==> src/rtl/strobe_sched.sv <==
// strobe_sched: NCHAN divide-by-(rate+1) strobe counters sharing one base tick.
// Each strobe becomes a pending request. A round-robin arbiter offers one
// shared serial datapath to pending channels through an ack/done handshake.
// A strobe that arrives while the previous request is still unserviced
// raises a sticky overrun flag for that channel.
module strobe_sched #(
    parameter int NCHAN = 4,
    parameter int IDXW  = 2
) (
    input  logic             clock,
    input  logic             reset,
    input  logic             enable,
    input  logic             strobe_in,
    input  logic [NCHAN-1:0] chan_en,
    input  logic             cfg_write,
    input  logic [IDXW-1:0]  cfg_addr,
    input  logic [7:0]       cfg_rate,
    input  logic             dp_ack,
    input  logic             dp_done,
    output logic [NCHAN-1:0] strobe_out,
    output logic [NCHAN-1:0] pending,
    output logic [NCHAN-1:0] overrun,
    output logic             grant_valid,
    output logic [IDXW-1:0]  grant_idx,
    output logic             busy
);

    typedef enum logic [1:0] {IDLE, OFFER, RUN} state_t;

    state_t           state;
    logic [7:0]       rate_reg [NCHAN];
    logic [7:0]       cnt      [NCHAN];
    logic [IDXW-1:0]  rr_ptr;
    logic [NCHAN-1:0] clr;
    logic             offer_live;
    logic             ack_take;
    logic             pick_found;
    logic [IDXW-1:0]  pick_idx;

    // The offer stays alive only while its channel still has a live request;
    // a chan_en drop withdraws it and blocks an ack in the same cycle.
    assign offer_live = (state == OFFER) && pending[grant_idx] && chan_en[grant_idx];
    assign ack_take   = offer_live && dp_ack;
    assign busy       = (state != IDLE);

    for (genvar i = 0; i < NCHAN; i++) begin : g_chan
        logic cfg_hit;
        assign cfg_hit       = cfg_write && (cfg_addr == IDXW'(i));
        assign strobe_out[i] = (cnt[i] == 8'd0) && chan_en[i] && enable && strobe_in;
        assign clr[i]        = ack_take && (grant_idx == IDXW'(i));

        // Rate register survives enable low; only reset clears it.
        always_ff @(posedge clock) begin
            if (reset)
                rate_reg[i] <= 8'd0;
            else if (cfg_hit)
                rate_reg[i] <= cfg_rate;
        end

        // Divider: reload on the zero tick so a new rate applies from the next period.
        always_ff @(posedge clock) begin
            if (reset || !enable || !chan_en[i])
                cnt[i] <= 8'd0;
            else if (strobe_in)
                cnt[i] <= (cnt[i] == 8'd0) ? rate_reg[i] : cnt[i] - 8'd1;
        end

        // Request flag: a fresh strobe beats a simultaneous ack clear.
        always_ff @(posedge clock) begin
            if (reset || !enable || !chan_en[i])
                pending[i] <= 1'b0;
            else if (strobe_out[i])
                pending[i] <= 1'b1;
            else if (clr[i])
                pending[i] <= 1'b0;
        end

        // Sticky overrun: strobe landed on a request that is not being taken now.
        always_ff @(posedge clock) begin
            if (reset || !enable)
                overrun[i] <= 1'b0;
            else if (cfg_hit)
                overrun[i] <= 1'b0;
            else if (strobe_out[i] && pending[i] && !clr[i])
                overrun[i] <= 1'b1;
        end
    end

    // Round-robin pick: first pending channel after rr_ptr, wrapping mod NCHAN.
    always_comb begin
        int j;
        j          = 0;
        pick_found = 1'b0;
        pick_idx   = '0;
        for (int k = 1; k <= NCHAN; k++) begin
            j = int'(rr_ptr) + k;
            if (j >= NCHAN)
                j = j - NCHAN;
            if (!pick_found && pending[j]) begin
                pick_found = 1'b1;
                pick_idx   = IDXW'(j);
            end
        end
    end

    // Grant FSM: IDLE picks, OFFER waits for ack or withdrawal, RUN waits for done.
    always_ff @(posedge clock) begin
        if (reset || !enable) begin
            state       <= IDLE;
            grant_valid <= 1'b0;
            grant_idx   <= '0;
            rr_ptr      <= IDXW'(NCHAN - 1);
        end else begin
            case (state)
                IDLE: begin
                    if (pick_found) begin
                        state       <= OFFER;
                        grant_valid <= 1'b1;
                        grant_idx   <= pick_idx;
                    end
                end
                OFFER: begin
                    if (!offer_live) begin
                        state       <= IDLE;
                        grant_valid <= 1'b0;
                    end else if (dp_ack) begin
                        state       <= RUN;
                        grant_valid <= 1'b0;
                        rr_ptr      <= grant_idx;
                    end
                end
                RUN: begin
                    if (dp_done)
                        state <= IDLE;
                end
                default: begin
                    state       <= IDLE;
                    grant_valid <= 1'b0;
                end
            endcase
        end
    end

endmodule

==> config.mk <==
export PLATFORM = sky130hd
export DESIGN_NAME = strobe_sched
export DESIGN_NICKNAME = d
export VERILOG_FILES = /design/src/rtl/strobe_sched.sv
export SDC_FILE = /design/constraint.sdc
export NUM_CORES = 1
export LEC_CHECK = 0
export BUFFER_PORTS_ARGS = -buffer_cell sky130_fd_sc_hd__buf_2
export CAP_MARGIN = 40
export CELL_PAD_IN_SITES_DETAIL_PLACEMENT = 0
export CELL_PAD_IN_SITES_GLOBAL_PLACEMENT = 1
export CORE_ASPECT_RATIO = 0.8
export CORE_UTILIZATION = 31
export DETAILED_ROUTE_END_ITERATION = 8
export PLACE_DENSITY = 0.65
export SYNTH_ARGS = -nofsm -noshare
export SYNTH_HDL_FRONTEND = slang
export SYNTH_SLANG_ARGS = --single-unit
==> constraint.sdc <==
create_clock -name clock -period 2.4 [get_ports clock]
set_input_delay 0.48 -clock clock [delete_from_list [all_inputs] [get_ports clock]]
set_output_delay 0.48 -clock clock [all_outputs]
set_load 0.1 [all_outputs]
## Yosys cells after proc, flatten, opt, wreduce, memory -nomap -nowiden

Memory sizes are Yosys's and may differ from the RTL's.
Index checks and enable logic that the tools add are counted.
Widths: inputs -> output; s select.

| storage, ports and cells | value |
|---|---|
| register bits after elaboration | 15 |
| RAM bits | 64 |
| logic and storage cells | 214 |
| memories kept | 2 |

Memories:

| name | words | width | read ports | clocked after Yosys merged registers in | write ports | line | text |
|---|---|---|---|---|---|---|---|
| cnt | 4 | 8 | 4 | 0 | 4 | 32 | `logic [7:0] cnt [NCHAN];` |
| rate_reg | 4 | 8 | 4 | 0 | 4 | 31 | `logic [7:0] rate_reg [NCHAN];` |

| cells by class | value |
|---|---|
| add/sub/neg operators | 12 |
| magnitude comparators | 9 |
| equal/unequal tests | 11 |
| mux-type cells | 88 |
| bitwise gates (word level) | 9 |
| reductions and logical operators | 71 |

Operator list:

| cell | number |
|---|---|
| $lt 32x4->1 const B | 4 |
| $mux 32 | 4 |
| $mux 8 | 12 |
| $mux 1 | 56 |
| $logic_and 1x1->1 | 34 |
| $logic_not 8->1 | 4 |
| $sub 8x1->8 const B | 4 |
| $mux 2 | 8 |
| $bmux 1 s2 | 6 |
| $logic_not 1->1 | 12 |
| $sub 3x3->4 const B | 3 |
| $eq 2x2->1 const B | 5 |
| $reduce_bool 2->1 | 5 |
| $ge 3x3->1 const B | 3 |
| $reduce_and 3->1 | 3 |
| $or 1x1->1 | 8 |
| $reduce_or 2->1 | 4 |
| $add 2x2->3 const B | 2 |
| $eq 2x1->1 const B | 3 |
| $logic_not 2->1 | 3 |
| $pmux 2 s3 | 1 |
| $logic_or 1x1->1 | 5 |
| $sub 4x3->5 const B | 1 |
| $add 2x3->4 const B | 1 |
| other kinds (8) | 9 |

## Depth between registers and ports, before layout

| depth | value |
|---|---|
| depth in word-level cells | 18 |
| mapped depth | 8 |
| mapped depth without buffers | 6 |

## Worst setup path before layout

Ideal clock, no wire load.

| path | value |
|---|---|
| path kind | register to output |
| start point | memory cnt[1][3] |
| end point | output port strobe_out[1] |
| arrival time | 2.845 ns |
| data required time | 1.920 ns |
| setup slack | -0.925 ns |
| cell stages (with the launch flop) | 6 |
| path buffers | 2 |
| path through | edfxtp_1 -> or3_4 -> or4_4 -> buf_6 -> buf_8 -> nor2_1 |

RTL lines:

| item | line | text |
|---|---|---|
| start, declared | 32 |  |
| end, declared | 20 | `output logic [NCHAN-1:0] strobe_out,` |

==> tab_implementation.tex <==
\begin{tabular}{lr}
\hline
Metric & Value \\
\hline
\multicolumn{2}{l}{\textbf{Synth}} \\
Area contributors post-synth & edfxtp\_1 47\%, dfxtp\_1 7.4\%, and2\_1 5.8\% \\
Share of synthesized registers carrying an async set or reset & 0\% \\
Synth Net Count & 394 \\
Post-synth cell types & 50 \\
Count of flip-flops with a built-in enable after synthesis & 64 \\
Top cell type's share of synthesized area & 47.2\% \\
Flip-flop and latch count after synthesis & 79 \\
Proportion of synthesized chip area in sequential cells & 54.5\% \\
Synthesized area divided by synthesized cell count & 11.2 um2 \\
Syn Std Cell Area & 4070 um2 \\
Number of warnings reported in the yosys synthesis log & 0 \\
Predominant post-synthesis flop cell & edfxtp\_1 \\
Biggest area consumer among synthesized cells & edfxtp\_1 \\
Post-Syn Instances & 365 \\
\multicolumn{2}{l}{\textbf{Setup path}} \\
Worst R2R Path Depth & 5 \\
Source of the critical timing path & cnt[2][4]\$\_SDFFCE\_PN0P\_ \\
Worst reg2reg path endpoint & cnt[2][1]\$\_SDFFCE\_PN0P\_ \\
Sum of buffers and inverters on the critical path & 1 \\
Highest cell delay on the worst timing path & 0.45 ns \\
Max FO, Critical Path & 3 \\
Cell-by-cell listing of the critical path & or3\_4 > or4\_4 > nor2\_4 > buf\_12 \\
Termination of the worst setup path & strobe\_out[2] \\
Number of cells on the critical path & 4 \\
Origin of the critical flop-to-flop path & cnt[2][4]\$\_SDFFCE\_PN0P\_ \\
Critical setup path kind & reg -> out \\
Category of the worst setup path capture point & output pin \\
Required time of the worst setup path & 1.92 ns \\
Largest delay share family, worst path & simple AND/OR/NAND/NOR gates \\
Slowest-stage cell, CP & or4\_4 \\
Register-to-register setup slack & 0.46 ns \\
Type of origin of the critical path & flop \\
Arrival time at the worst endpoint & 1.87 ns \\
\multicolumn{2}{l}{\textbf{Place}} \\
Buffers on Ports & 36 \\
Number of cells after detailed placement & 572 \\
Routability Congestion & 0.770 \\
Detailed placer's ending HPWL & 6.85 mm \\
\multicolumn{2}{l}{\textbf{Global routing}} \\
Vias in the first global route & 2952 \\
Wire length of the first global-routing pass & 15.6 mm \\
Maximum number of pins on one net before global-route repair & 17 \\
Overflow left after global routing & 0 \\
Total Routing Usage GR & 15.2\% \\
Initial antenna violation count & 0 \\
\multicolumn{2}{l}{\textbf{Drt}} \\
Number of remaining DRC errors & 0 \\
Number of design-rule violations left by the first detailed-router iteration & 228 \\
Detailed-routing iteration count for the pre-antenna-repair pass & 5 \\
Via density & 4.88 \\
Post-route ant nets & 0 \\
DR vias & 2912 \\
Wire length per cell after detailed routing & 15.9 um \\
Total Wirelength & 9.49 mm \\
\multicolumn{2}{l}{\textbf{Final layout}} \\
Area delta synth->final & 20.1\% \\
Post-route core utilization & 38.2\% \\
Final cell count without fillers & 597 \\
Highest-count cells in the layout ignoring fill and taps & 64 x edfxtp\_1, 49 x nor2\_1, 38 x and2\_1, 32 x buf\_2, 25 x nand2\_1 \\
Area of all sequential standard cells & 2220 um2 \\
Number of nets in the finished design & 447 \\
Fill cell total of the finished layout & 1266 \\
Area used by multi-input combinational logic & 1780 um2 \\
Commonest non-fill, non-tap cell in the layout & edfxtp\_1 \\
Proportion of layout cells with a drive suffix above 1 & 23.2\% \\
Count of inserted antenna diode cells & 0 \\
\multicolumn{2}{l}{\textbf{Status}} \\
Run status & complete, no violations \\
\multicolumn{2}{l}{\textbf{Clock tree}} \\
Clock transition time at the flip-flop clock pins of the worst setup and hold paths & 0.06 ns \\
Maximum root-to-sink buffer count & 2 \\
Clock tree sinks & 79 \\
Clock latency on the worst-skew pair & 0.33 ns \\
CTS tree & yes \\
H-tree Lvls & 3 \\
Total clock buffers created by CTS & 9 \\
Root buf cell & clkbuf\_16 \\
\multicolumn{2}{l}{\textbf{Floorplan}} \\
Die Outline Area & 13600 um2 \\
Num ports & 37 \\
Placeable core region & 12800 um2 \\
Die extent in y & 105 um \\
Starting density of the core & 31.8\% \\
Die Width & 130 um \\
Cell row count & 37 \\
\multicolumn{2}{l}{\textbf{STA}} \\
RSZ-0062 raised after global routing & true \\
Final worst path period need & 2.35 ns \\
Top achievable clock speed & 425 MHz \\
Worst clock skew & 0.00839 ns \\
Actual slew at the worst max-slew pin & 0.532 ns \\
Fraction of the cycle the final worst path needs & 98.1\% \\
Final-report max-slew violation count & 0 \\
Hold Fails Final Rpt & 0 \\
Max-Slew Margin vs Limit & 64.4\% \\
Setup violators final & 0 \\
\multicolumn{2}{l}{\textbf{Pwr}} \\
Max VDD drop & 397 uV \\
Net switching power & 932 uW \\
Clock share of power & 36.2\% \\
Fraction of power consumed by sequential logic & 47.2\% \\
Total Power Consumption & 3.39 mW \\
Total power divided by cell area & 693 nW/um2 \\
Switching fraction of total power & 27.5\% \\
Combinational group share of total power & 16.6\% \\
Total leakage power & 1.88 nW \\
Internal power & 2.46 mW \\
\multicolumn{2}{l}{\textbf{Run}} \\
Max-cap check violation count & 0 \\
\multicolumn{2}{l}{\textbf{Hold path}} \\
Kind of path behind the tightest hold check & in -> reg \\
\hline
\end{tabular}
==> routing by layer <==
| layer | vias to the layer above | track usage (%) | part of all wire (%) |
|---|---|---|---|
| met5 | - | 0 | 0 |
| met2 | 65 | 21.7 | 43 |
| met4 | 0 | 3.49 | 0.56 |
| li1 | 1433 | - | - |
| met3 | 6 | 3.94 | 4.5 |
| met1 | 1408 | 22.8 | 52 |
==> cell type report <==
cell class | count | share of cell area, %
flip-flops and latches | 79 | 45.4
multi-input cells | 263 | 36.4
repair buffers | 53 | 7.52
clock buffers | 11 | 4.75
well taps | 175 | 4.47
inverters | 12 | 0.920
clock inverters | 4 | 0.537
==> power groups by stage <==
stage          Combinational [mW]  Clock (mW)  Sequential, mW
2_1_floorplan               0.397           0            1.64
3_3_place_gp                0.537           0            1.63
3_5_place_dp                0.541           0            1.63
4_1_cts                     0.554        1.25            1.60
5_1_grt                     0.620        1.30            1.61
6_report                    0.563        1.23            1.60
==> metrics by stage <==
| stage | worst slack [ns] | cell area, um2 | hold slack, ns | TNS (ns) |
|---|---|---|---|---|
| after floorplan | -0.130 | 4110 | 0.462 | -0.147 |
| after global placement | 0.293 | 4540 | 0.467 | 0 |
| after detailed placement | 0.254 | 4540 | 0.462 | 0 |
| after CTS | 0.00235 | 4830 | 0.402 | 0 |
| after global routing | -0.0383 | 4890 | 0.425 | -0.0722 |
| final | 0.0455 | 4890 | 0.414 | 0 |
==> cell usage after synthesis (7+ instances only) <==
cell	n
a211oi_2	9
clkbuf_1	7
nor2_1	52
a21oi_1	9
xnor2_1	12
and2_1	38
inv_1	12
ha_1	8
edfxtp_1	64
nand2b_1	8
a211oi_1	19
xor2_1	8
dfxtp_1	15
nand2_1	25
==> worst min-delay path by stage <==
stage / startpoint / end / cells past startpoint
after floorplan: state[0]$_SDFFE_PP0P_ / grant_valid$_SDFFE_PP0P_ / 1
after global placement: overrun[0]$_SDFFE_PP0P_ / overrun[0]$_SDFFE_PP0P_ / 2
after detailed placement: overrun[0]$_SDFFE_PP0P_ / overrun[0]$_SDFFE_PP0P_ / 2
after CTS: dp_done / state[1]$_SDFFE_PP0P_ / 4
after global routing: dp_done / state[1]$_SDFFE_PP0P_ / 4
final: dp_done / state[1]$_SDFFE_PP0P_ / 4
==> worst register-to-register path: stages (launching register included) <==
cell and delay [ns]:
edfxtp_1 0.40, or3_4 0.40, or4_4 0.45, buf_4 0.22, nor2_1 0.17, a211oi_2 0.05
==> cell families (layout without fill, tap and decap cells) <==
family	Yosys count	count (layout)	share of synthesized area, %
and+or+nand+nor	165	165	21.3
adders and majority gates	8	8	2.46
xor gates and xnor gates	20	20	4.30
DFF	79	79	54.5
AOI/OAI and AO/OA	62	62	12.2
buffers and inverters	23	80	2.79
muxes	8	8	2.43
==> what timing repair did <==
action                     4_1_cts  5_1_grt
setup buffers                    4        6
pin swaps                        2        1
hold buffers                     0        0
gates resized for setup          0        6
setup endpoints to repair        2        4
Power figures use the tool's default switching activity.
